--- src/rtl/fifo_pkg.sv ---
// Shared types and pointer helpers for the dual-clock FIFO.
// Used by both the read-side and write-side controllers.
package fifo_pkg;

    // Widest pointer the helpers handle; callers zero-extend in
    // and truncate out, so one function serves every AW.
    localparam int PTR_MAXW = 32;

    typedef logic [PTR_MAXW-1:0] ptr_max_t;

    // Output-register state for first-word-fall-through reads.
    typedef enum logic {
        FWFT_IDLE = 1'b0,
        FWFT_HOLD = 1'b1
    } fwft_state_t;

    // Memory depth for a given address width.
    function automatic int fifo_depth(input int aw);
        return 1 << aw;
    endfunction

    function automatic ptr_max_t bin2gray(input ptr_max_t b);
        return b ^ (b >> 1);
    endfunction

    // Zero upper bits of a zero-extended code leave the
    // prefix-XOR unchanged, so the full-width scan is exact.
    function automatic ptr_max_t gray2bin(input ptr_max_t g);
        ptr_max_t b;
        b[PTR_MAXW-1] = g[PTR_MAXW-1];
        for (int i = PTR_MAXW - 2; i >= 0; i--) begin
            b[i] = b[i+1] ^ g[i];
        end
        return b;
    endfunction

endpackage

--- src/rtl/fifo_sync.sv ---
// Multi-flop synchroniser for a Gray pointer crossing clocks.
// Ports: I_CLK, I_RST_N (async low), I_D in, O_Q = I_D delayed.
module fifo_sync #(
    parameter int W      = 5,
    parameter int STAGES = 2
) (
    input  logic         I_CLK,
    input  logic         I_RST_N,
    input  logic [W-1:0] I_D,
    output logic [W-1:0] O_Q
);

    logic [W-1:0] chain [STAGES];

    always_ff @(posedge I_CLK or negedge I_RST_N) begin
        if (!I_RST_N) begin
            for (int i = 0; i < STAGES; i++) begin
                chain[i] <= '0;
            end
        end else begin
            chain[0] <= I_D;
            for (int i = 1; i < STAGES; i++) begin
                chain[i] <= chain[i-1];
            end
        end
    end

    assign O_Q = chain[STAGES-1];

endmodule

--- src/rtl/fifo_rd_ctrl.sv ---
// Read-side controller of the dual-clock FIFO (read clock domain).
// Ports: I_RD_CLK/I_RD_RST_N; I_RD_EN read/pop-ack; I_RD_WR_PTR
// Gray write ptr (async); I_RD_MEM_DATA array data at O_RD_ADDR;
// I_RD_AE_THRESH, I_RD_CLR_UFLOW; outputs O_RD_ADDR, O_RD_PTR
// (Gray), O_RD_DATA/O_RD_VALID, O_RD_EMPTY, O_RD_AEMPTY,
// O_RD_LEVEL, O_RD_UFLOW (sticky).
module fifo_rd_ctrl
    import fifo_pkg::*;
#(
    parameter int DW          = 8,
    parameter int AW          = 4,
    parameter int SYNC_STAGES = 2,
    parameter int FWFT        = 0
) (
    input  logic          I_RD_CLK,
    input  logic          I_RD_RST_N,
    input  logic          I_RD_EN,
    input  logic [AW:0]   I_RD_WR_PTR,
    input  logic [DW-1:0] I_RD_MEM_DATA,
    input  logic [AW:0]   I_RD_AE_THRESH,
    input  logic          I_RD_CLR_UFLOW,
    output logic [AW-1:0] O_RD_ADDR,
    output logic [AW:0]   O_RD_PTR,
    output logic [DW-1:0] O_RD_DATA,
    output logic          O_RD_VALID,
    output logic          O_RD_EMPTY,
    output logic          O_RD_AEMPTY,
    output logic [AW:0]   O_RD_LEVEL,
    output logic          O_RD_UFLOW
);

    localparam int PW = AW + 1;

    logic [PW-1:0] wr_sync;
    logic [PW-1:0] wr_bin;
    logic [PW-1:0] rd_bin;
    logic [PW-1:0] rd_bin_next;
    logic [PW-1:0] rd_gray_q;
    logic [PW-1:0] level_next;
    logic [PW-1:0] level_q;
    logic [DW-1:0] data_q;
    fwft_state_t   state_q;
    logic          mem_empty_q;
    logic          mem_empty_next;
    logic          aempty_q;
    logic          uflow_q;
    logic          valid;
    logic          pop;
    logic          uflow_set;

    fifo_sync #(
        .W      (PW),
        .STAGES (SYNC_STAGES)
    ) u_wr_sync (
        .I_CLK   (I_RD_CLK),
        .I_RST_N (I_RD_RST_N),
        .I_D     (I_RD_WR_PTR),
        .O_Q     (wr_sync)
    );

    assign wr_bin = PW'(gray2bin(ptr_max_t'(wr_sync)));
    assign valid  = (state_q == FWFT_HOLD);

    // In FWFT the output register refills itself whenever it is
    // free or being drained; in standard mode only on request.
    always_comb begin
        pop       = 1'b0;
        uflow_set = 1'b0;
        if (FWFT != 0) begin
            pop       = ~mem_empty_q & (~valid | I_RD_EN);
            uflow_set = I_RD_EN & ~valid;
        end else begin
            pop       = I_RD_EN & ~mem_empty_q;
            uflow_set = I_RD_EN & mem_empty_q;
        end
    end

    assign rd_bin_next = rd_bin + PW'(pop);
    assign level_next  = wr_bin - rd_bin_next;
    assign mem_empty_next =
        (PW'(bin2gray(ptr_max_t'(rd_bin_next))) == wr_sync);

    always_ff @(posedge I_RD_CLK or negedge I_RD_RST_N) begin
        if (!I_RD_RST_N) begin
            rd_bin      <= '0;
            rd_gray_q   <= '0;
            data_q      <= '0;
            state_q     <= FWFT_IDLE;
            mem_empty_q <= 1'b1;
            aempty_q    <= 1'b1;
            level_q     <= '0;
            uflow_q     <= 1'b0;
        end else begin
            rd_bin      <= rd_bin_next;
            rd_gray_q   <= PW'(bin2gray(ptr_max_t'(rd_bin_next)));
            mem_empty_q <= mem_empty_next;
            level_q     <= level_next;
            aempty_q    <= (level_next <= I_RD_AE_THRESH);
            // A set wins over a simultaneous clear.
            uflow_q     <= uflow_set | (uflow_q & ~I_RD_CLR_UFLOW);
            if (pop) begin
                data_q <= I_RD_MEM_DATA;
            end
            if (FWFT != 0) begin
                unique case (state_q)
                    FWFT_IDLE: begin
                        if (pop) state_q <= FWFT_HOLD;
                    end
                    FWFT_HOLD: begin
                        if (I_RD_EN && !pop) state_q <= FWFT_IDLE;
                    end
                endcase
            end else begin
                // Standard mode: valid is a one-cycle pulse.
                state_q <= pop ? FWFT_HOLD : FWFT_IDLE;
            end
        end
    end

    assign O_RD_ADDR   = rd_bin[AW-1:0];
    assign O_RD_PTR    = rd_gray_q;
    assign O_RD_DATA   = data_q;
    assign O_RD_VALID  = valid;
    assign O_RD_EMPTY  = (FWFT != 0) ? ~valid : mem_empty_q;
    assign O_RD_AEMPTY = aempty_q;
    assign O_RD_LEVEL  = level_q;
    assign O_RD_UFLOW  = uflow_q;

endmodule
--- config.mk ---
export PLATFORM = sky130hd
export DESIGN_NAME = fifo_rd_ctrl
export DESIGN_NICKNAME = d
export VERILOG_FILES = /design/src/rtl/fifo_pkg.sv /design/src/rtl/fifo_sync.sv /design/src/rtl/fifo_rd_ctrl.sv
export SDC_FILE = /design/constraint.sdc
export NUM_CORES = 1
export LEC_CHECK = 0
export ABC_CLOCK_PERIOD_IN_PS = 8070
export CORE_MARGIN = 2
export CORE_UTILIZATION = 36
export CTS_CLUSTER_DIAMETER = 80
export CTS_CLUSTER_SIZE = 28
export DETAILED_ROUTE_END_ITERATION = 7
export PLACE_DENSITY = 0.6
export SKIP_CTS_REPAIR_TIMING = 1
export SLEW_MARGIN = 25
export SYNTH_ARGS = -nofsm -noshare
export SYNTH_HDL_FRONTEND = slang
export SYNTH_SLANG_ARGS = --single-unit
--- constraint.sdc ---
create_clock -name I_RD_CLK -period 8.07 [get_ports I_RD_CLK]
set_input_delay 0.807 -clock I_RD_CLK [delete_from_list [all_inputs] [get_ports I_RD_CLK]]
set_output_delay 0.807 -clock I_RD_CLK [all_outputs]
set_load 0.1 [all_outputs]
==> metrics.txt <==
CP max stage cell clkdlybuf4s50_1; initial antenna violation count 0; Post-Route Skew 6.60 ps; Clock transition at path regs 70 ps; TritonCTS Buffers 5; clock latency on the worst-skew pair 290 ps; Setup TNS 0 ps; PortBufs 47; status completed; final hold violation count 0; worst setup path class in -> reg; RSZ-0062 raised after global routing false; Mapped Cells 129; vias per inst 4.39; WP data arrival 4050 ps; min-delay worst type reg -> reg; Design Area, Final 0.00228 sq mm; post-synth top area share 52.1%; Mapped Area 0.00163 sq mm; Worst path top cell family by delay adder cells; WL per Instance 12.3 um; ys async rst share 100%; Placement Cell Area 0.00215 sq mm; Worst slew margin ~34%; number of remaining DRC errors 0; Worst path max stage delay 480 ps; Synth Area per Inst 12.7 sq um; Slew Limit Fails 0; RD Place Congestion 0.796; dominant synthesized flop cell dfrtp_1; Post-synth EDFFs 0; initial core utilization a little under two fifths; most numerous cell in the Yosys netlist dfrtp_1; final core occ 52.3%; YS warnings 0; Distinct cells, synth 30; Syn Nets 163; NumNets Final approximately 210; # IOs 48; die area 0.00509 sq mm; root buffer cell clkbuf_8; largest net degree at the start of global routing 37; DP HPWL around 2200 um; area grow syn2layout 39.3%; critical-path cell list clkdlybuf4s50_1 > nand2b_1 > inv_1 > ha_1 > xor2_1 > inv_1 > ha_1 > a21o_1 > a21oi_1 > xnor2_1 > ha_1 > o21a_1 > o21a_1 > o22ai_1; largest cells by area after synthesis dfrtp_1, ha_1, xnor2_1; vias in the first global route 1076; Seq cells post-synth 36; die height slightly above 70 um; CTS tree done; critical path buffer and inverter count 3; most used cell, CP ha_1; final worst slack between 4000 and 5000 ps; Detailed Route WL around 2900 um; Crit path required time 8280 ps; all-layer global routing usage between 10% and 20%; FP Rows 24; FMAX 0.261 GHz; largest area contributor in the netlist dfrtp_1; post-route ant nets 0; # H-tree levels 2; max_cap viols 0; Worst setup EP type register; first-pass GRT wire length 4960 um; grt ovf 0; launching element type of the critical path primary input; Setup-failing EPs final 0; diode count 0; DRT iter0 DRCs a little over 60; Die X 71.4 um; Slew @ Worst Pin 981 ps; Max clock buf depth 2; layout cells sized above 1 between 10% and 20%; critical path fanouts, max 9; Seq/Total Area, Yosys roughly 55%; period utilization 47.5%; First-pass DRT Iterations 4; most frequent cells after synthesis dfrtp_1, inv_1, xnor2_1, ha_1, xor2_1; clock sink total 36; Core Region 0.00435 sq mm; DP Worst Slack 3920 ps; via count between 1000 and 1500; post-layout minimum cycle time ~3800 ps
flip-flops by register name, summed over array words and instances (netlist names), 4 cells and up:
signal           count
O_RD_DATA            8
O_RD_LEVEL           5
rd_bin               5
u_wr_sync.O_Q        5
u_wr_sync.chain      5
O_RD_PTR             4
logic make-up after synthesis:
family                   count (synthesis)  synth area share (%)
multiplexers                             8                  5.51
AND/OR/NAND/NOR                         16                  6.36
flip-flops                              36                  55.3
AO/OA/AOI/OAI                           13                  4.98
adder cells (fa/ha/maj)                 12                  9.65
buffers and inverters                   20                  5.36
XOR/XNOR                                24                  12.9
path summary, 6_finish.rpt:
check | from | to | slack, ps | cells after the start
setup / recovery | I_RD_EN | O_RD_AEMPTY | 4230 | 14
max in group asynchronous | I_RD_RST_N | O_RD_EMPTY | 6790 | 2
min in group asynchronous | I_RD_RST_N | O_RD_LEVEL[0] | 940 | 2
hold reg to reg | u_wr_sync.chain[7] | u_wr_sync.O_Q[2] | 350 | 0
setup reg to reg | O_RD_EMPTY | O_RD_AEMPTY | 4650 | 13
hold / removal | u_wr_sync.chain[7] | u_wr_sync.O_Q[2] | 350 | 0
cells in the final DEF (no fill, tap or decap), types with 2 or more instances in the layout:
| master | count |
|---|---|
| a21o_1 | 2 |
| a21oi_1 | 4 |
| clkbuf_8 | 7 |
| clkdlybuf4s50_1 | 47 |
| dfrtp_1 | 34 |
| dfstp_2 | 2 |
| ha_1 | 11 |
| inv_1 | 16 |
| mux2_2 | 8 |
| nand2_1 | 3 |
| nand2b_1 | 2 |
| nand3_1 | 2 |
| o21a_1 | 3 |
| o21ai_0 | 2 |
| xnor2_1 | 13 |
| xor2_1 | 11 |
metrics by stage:
stage	std cells	hold slack [ps]
after floorplan	129	331
after global placement	225	333
after detailed placement	225	335
after CTS	233	350
after global routing	233	353
final	233	348
area by class of cell:
type,count,area [sq um]
clock buffer,7,96.3
clock inverter,1,30.0
fill,368,2080
inverter,16,60.1
multi-input combinational,73,643
sequential,36,903
tap,52,65.1
timing repair buffer,48,478
layer usage:
metal	GRT usage (%)	part of all wire (%)	wire length [um]
met5	0	0	0
met4	6.29	2.1	61
met3	4.36	3.5	99
met2	20.4	49	1390
met1	16.0	46	1310
Power is left out: the tool's default activity adds up to more than one toggle a clock period on the data nets, which glitch-free logic cannot reach.
==> variant 1 (config.mk and constraints unchanged) <==
Put one more register stage on the output `O_RD_LEVEL`, with the module's reset. The value now appears one clock later. The other outputs are not delayed to match.
--- a/src/rtl/fifo_rd_ctrl.sv
+++ b/src/rtl/fifo_rd_ctrl.sv
@@ -125,3 +125,9 @@
     assign O_RD_AEMPTY = aempty_q;
-    assign O_RD_LEVEL  = level_q;
+    always_ff @(posedge I_RD_CLK or negedge I_RD_RST_N) begin
+        if (!I_RD_RST_N) begin
+            O_RD_LEVEL <= '0;
+        end else begin
+            O_RD_LEVEL <= level_q;
+        end
+    end
     assign O_RD_UFLOW  = uflow_q;
Behaviour: not the same (Yosys sat finds a counterexample within 4 cycles, from zero or initial values and one cycle with I_RD_RST_N low).
==> variant 1 against the unedited design <==
- synthesized area increased by 7.7%
- critical path depth unchanged
- sequential cell count increased by 5
- final area increased by 6.1%
- register-to-register slack got worse by 0.08 ns
- core utilization decreased by 1.1 points
- largest cell class unchanged
- highest routed layer unchanged
- clock skew increased by 0.00056 ns
- first-iteration DRC count decreased by 15%
- routed wire length increased by 7.5%
- setup slack got worse by 0.046 ns
Power is left out: the tool's default activity adds up to more than one toggle a clock period on the data nets, which glitch-free logic cannot reach.
==> variant 1: results (changes against the unedited design) <==
Finish
  – Layout cell share with drive strength beyond 1: 0.1135 (-0.002509)
  – Sequential cell area: 1028 um2 (+14%)
  – Seq/total area: 0.4259 (+0.02899)
  – FILL cells: 422 (+15%)
  – Fin nets: 218 (+1.9%)
  – Buffer share of cell area: 0.1927 (-0.01726)
  – Non-CTS buffers: 47 (-2.1%)

Synthesis
  – Compound-gate portion of the synthesized area: 0.04623 (-0.003540)
  – XOR/XNOR share of the synthesized area: 0.1195 (-0.009149)
  – #FFs+latches synth: 41 (+14%)
  – Syn_area_per_cell: 13.13 um2 (+3.6%)
  – Mux cell area share after synthesis: 0.05121 (-0.003921)
  – Synth top area cells: dfrtp_1 (55%), ha_1 (7.8%), xnor2_1 (6.5%), xor2_1 (5.5%), mux2_2 (5.1%)
  – Synth Area in Adders: 0.08962 (-0.006862)

Global routing
  – Vias in the first global route: 1090 (+1.3%)
  – Largest net degree at the start of global routing: 42 (+14%)
  – GR Util met3: 0.05075 (+0.007154)
  – M2 GR Usage: 0.1855 (-0.01819)
  – Total GRT Usage: 0.1258 (-0.003610)
  – First-pass GRT wire length: 5.099 mm (+2.8%)

Routing
  – WL met2: 1.398 mm (+0.72%)
  – M1 wire length: 1.391 mm (+6.3%)
  – Wire per inst: 12.19 um (-0.62%)
  – Initial DRC count: 52 (-15%)
  – Met3 wire len: 232 um (+130%)

Place
  – DP Wirelength: 2.313 mm (+4.9%)
  – Setup WS pre-CTS: 3.863 ns (-0.05619 ns)
  – Placed insts: 244 (+8.4%)
  – GPL Wtd Cong: 0.7337 (-7.8%)

STA
  – Worst Skew: 0.007169 ns (+0.0005650 ns)
  – Slew margin rel.: 0.3451 (+0.001397)
  – Max Fclk: 257.6 MHz (-1.2%)

Critical path
  – R2R setup slack: 4.57 ns (-0.08 ns)
  – CP arrival: 4.11 ns (+0.06 ns)
  – R2R cell count: 12 (-1)

Run status
  – Outcome: finished, final reports clean

Floorplan
  – Die width: 73.91 um (+3.6%)
[variant 1: cell types whose count changed after synthesis]
cell	before	now
dfrtp_1	34	39
[variant 1: worst min path at each step]
stage / start / endpoint / slack [ns] / cells past startpoint
after detailed placement: u_wr_sync.chain[7]$_DFF_PN0_ / u_wr_sync.O_Q[2]$_DFF_PN0_ / 0.33 / 0
final: u_wr_sync.chain[7]$_DFF_PN0_ / u_wr_sync.O_Q[2]$_DFF_PN0_ / 0.35 / 0
after floorplan: level_q[0]$_DFF_PN0_ / O_RD_LEVEL[0]$_DFF_PN0_ / 0.33 / 0
after global placement: u_wr_sync.chain[9]$_DFF_PN0_ / u_wr_sync.O_Q[4]$_DFF_PN0_ / 0.33 / 0
after CTS: u_wr_sync.chain[7]$_DFF_PN0_ / u_wr_sync.O_Q[2]$_DFF_PN0_ / 0.35 / 0
after global routing: u_wr_sync.chain[7]$_DFF_PN0_ / u_wr_sync.O_Q[2]$_DFF_PN0_ / 0.36 / 0
==> variant 2 (config.mk and constraints unchanged) <==
Made on the original files. Change the parameter `FWFT` from 0 to 1.
--- a/src/rtl/fifo_rd_ctrl.sv
+++ b/src/rtl/fifo_rd_ctrl.sv
@@ -12,3 +12,3 @@
     parameter int SYNC_STAGES = 2,
-    parameter int FWFT        = 0
+    parameter int FWFT        = 1
 ) (
Behaviour: not the same (Yosys sat finds a counterexample within 4 cycles, from zero or initial values and one cycle with I_RD_RST_N low).
==> variant 2 against the unedited design <==
- routed wire length up 2.8%
- final area up 3.7%
- setup slack better by 0.015 ns
- sequential cell count unchanged
- clock skew about the same
- register-to-register slack better by 0.24 ns
- synthesized area up 3.2%
Power is not shown: default switching activity piles up to over one toggle a cycle in this logic, so the estimate is an artifact.
==> variant 2: results (changes against the unedited design) <==
Run status
  – Outcome: finished, final reports clean

Finish
  – # diodes: 0 (unchanged)
  – Number of flip-flops in the largest register: 8 (unchanged)
  – Layout cell share with drive strength beyond 1: 0.1517 (+0.03566)
  – Fin nets: 212 (-0.93%)

Critical path
  – CP arrival: 4.05 ns (about the same)
  – Worst r2r dst: O_RD_AEMPTY$_DFF_PN1_
  – R2R cell count: 11 (-2)
  – R2R setup slack: 4.89 ns (+0.24 ns)
  – Setup crit start: I_RD_EN
  – CP max FO: 10 (+1)
  – R2R Path Start: O_RD_VALID$_DFF_PN0_
  – CP Class: input pin to register

Routing
  – DR pass1 iterations: 4 (unchanged)
  – WL met2: 1.532 mm (+10%)
  – Highest routed layer: met4
  – Met3 wire len: 110 um (+11%)
  – Wire per inst: 12.78 um (+4.2%)
  – M1 wire length: 1.257 mm (-3.9%)
  – Via density: 4.613 (+5.1%)
  – Initial DRC count: 32 (-48%)

STA
  – Slew margin rel.: 0.3448 (+0.001012)
  – Final setup fails: 0 (unchanged)
  – Fin. Hold Viols: 0 (unchanged)
  – Worst Skew: 0.006328 ns (-0.0002761 ns)

Synthesis
  – Syn. warnings: 0 (unchanged)
  – Synth top area cells: dfrtp_1 (50%), ha_1 (8.9%), xnor2_1 (5.7%), mux2_2 (5.3%), inv_1 (3.3%)
  – Synth cell types: 33 (+10%)
  – Mapped Nets: 160 (-1.8%)
  – Synth cell count leaders: dfrtp_1 (34), inv_1 (15), ha_1 (12), xnor2_1 (11), mux2_2 (8)
  – Async S/R FF share, synth: 1.000 (unchanged)
  – Seq/Total Area, Yosys: 0.5356 (-0.01722)

Clocking
  – Skew-Pair Late Insertion Delay: 0.28 ns
  – Num CTS Buffers: 5 (unchanged)
  – H-tree levels: 2 (unchanged)
  – Root Buffer Master: clkbuf_8
  – Clock Path Buffers: 2 (unchanged)
  – Worst-path clk slew: 0.07 ns (about the same)

Global routing
  – Initial antenna violation count: 0 (unchanged)
  – Total GRT Usage: 0.1250 (-0.004400)
  – First-pass GRT wire length: 4.947 mm (-0.28%)
  – Vias in the first global route: 1106 (+2.8%)
  – Largest net degree at the start of global routing: 37 (unchanged)

Place
  – Port Buf Inserts: 47 (unchanged)
  – DP Wirelength: 2.349 mm (+6.5%)
  – GPL Wtd Cong: 0.7354 (-7.6%)

Hold path
  – Worst hold path class: register to register
variant 2: changes by cell type in the layout (fill, tap and decap cells not counted), sizes merged, moves of 2 or more:
cell / change
xor2: -5
bufinv: +2
clkbuf: -2
nand2b: -2
nor3: +2
o21a: -2
xnor3: +2
variant 2: worst min-delay path by stage:
| stage | to | depth (start not counted) | startpoint |
|---|---|---|---|
| finish | u_wr_sync.O_Q[2]$_DFF_PN0_ | 0 | u_wr_sync.chain[7]$_DFF_PN0_ |
| global route | u_wr_sync.O_Q[2]$_DFF_PN0_ | 0 | u_wr_sync.chain[7]$_DFF_PN0_ |
| CTS | u_wr_sync.O_Q[2]$_DFF_PN0_ | 0 | u_wr_sync.chain[7]$_DFF_PN0_ |
| detailed placement | u_wr_sync.O_Q[1]$_DFF_PN0_ | 0 | u_wr_sync.chain[6]$_DFF_PN0_ |
| global placement | u_wr_sync.O_Q[3]$_DFF_PN0_ | 0 | u_wr_sync.chain[8]$_DFF_PN0_ |
| floorplan | u_wr_sync.O_Q[0]$_DFF_PN0_ | 0 | u_wr_sync.chain[5]$_DFF_PN0_ |
variant 2: critical path, cell delays in order:
cell and delay [ns]:
clkdlybuf4s50_1 0.49, inv_1 0.07, a21oi_2 0.47, ha_1 0.35, xnor2_1 0.25, inv_1 0.15, fa_1 0.55, inv_1 0.05
ha_1 0.28, nor2b_1 0.14, o21a_1 0.15, o21ai_0 0.16, a21o_1 0.13
variant 2: kinds of logic after synthesis:
logic type,after synthesis,synth area share
AO/OA/AOI/OAI,14,0.06158
XOR/XNOR,22,0.1573
adder cells (fa/ha/maj),13,0.1009
buffers and inverters,18,0.04524
flip-flops,36,0.5356
multiplexers,9,0.05935
AND/OR/NAND/NOR,13,0.04007
variant 2: routing by layer:
layer,global-route usage,up-vias
met3,0.04444,2
met1,0.1500,517
met2,0.1998,24
met5,0,-
li1,-,518
met4,0.06173,0
variant 2: area by class of cell:
| class | instances | area (um2) |
|---|---|---|
| Inverter | 16 | 60.06 |
| Fill cell | 390 | 2085 |
| Clock buffer | 5 | 68.82 |
| Sequential cell | 36 | 903.4 |
| Multi-Input combinational cell | 71 | 706.9 |
| Tap cell | 52 | 65.06 |
| Timing Repair Buffer | 47 | 465.4 |
| Clock inverter | 3 | 90.09 |
variant 2: through the flow:
stage / cell area, um2 / hold WS, ns / cells / util / worst slack [ns]
finish: 2360 / 0.3438 / 230 / 0.5310 / 4.249
global placement: 2201 / 0.3324 / 222 / 0.4952 / 4.040
floorplan: 1687 / 0.3312 / 125 / - / 4.662
CTS: 2360 / 0.3463 / 230 / 0.5310 / 4.203
detailed placement: 2201 / 0.3347 / 222 / 0.4952 / 3.916
global route: 2360 / 0.3537 / 230 / 0.5310 / 4.025
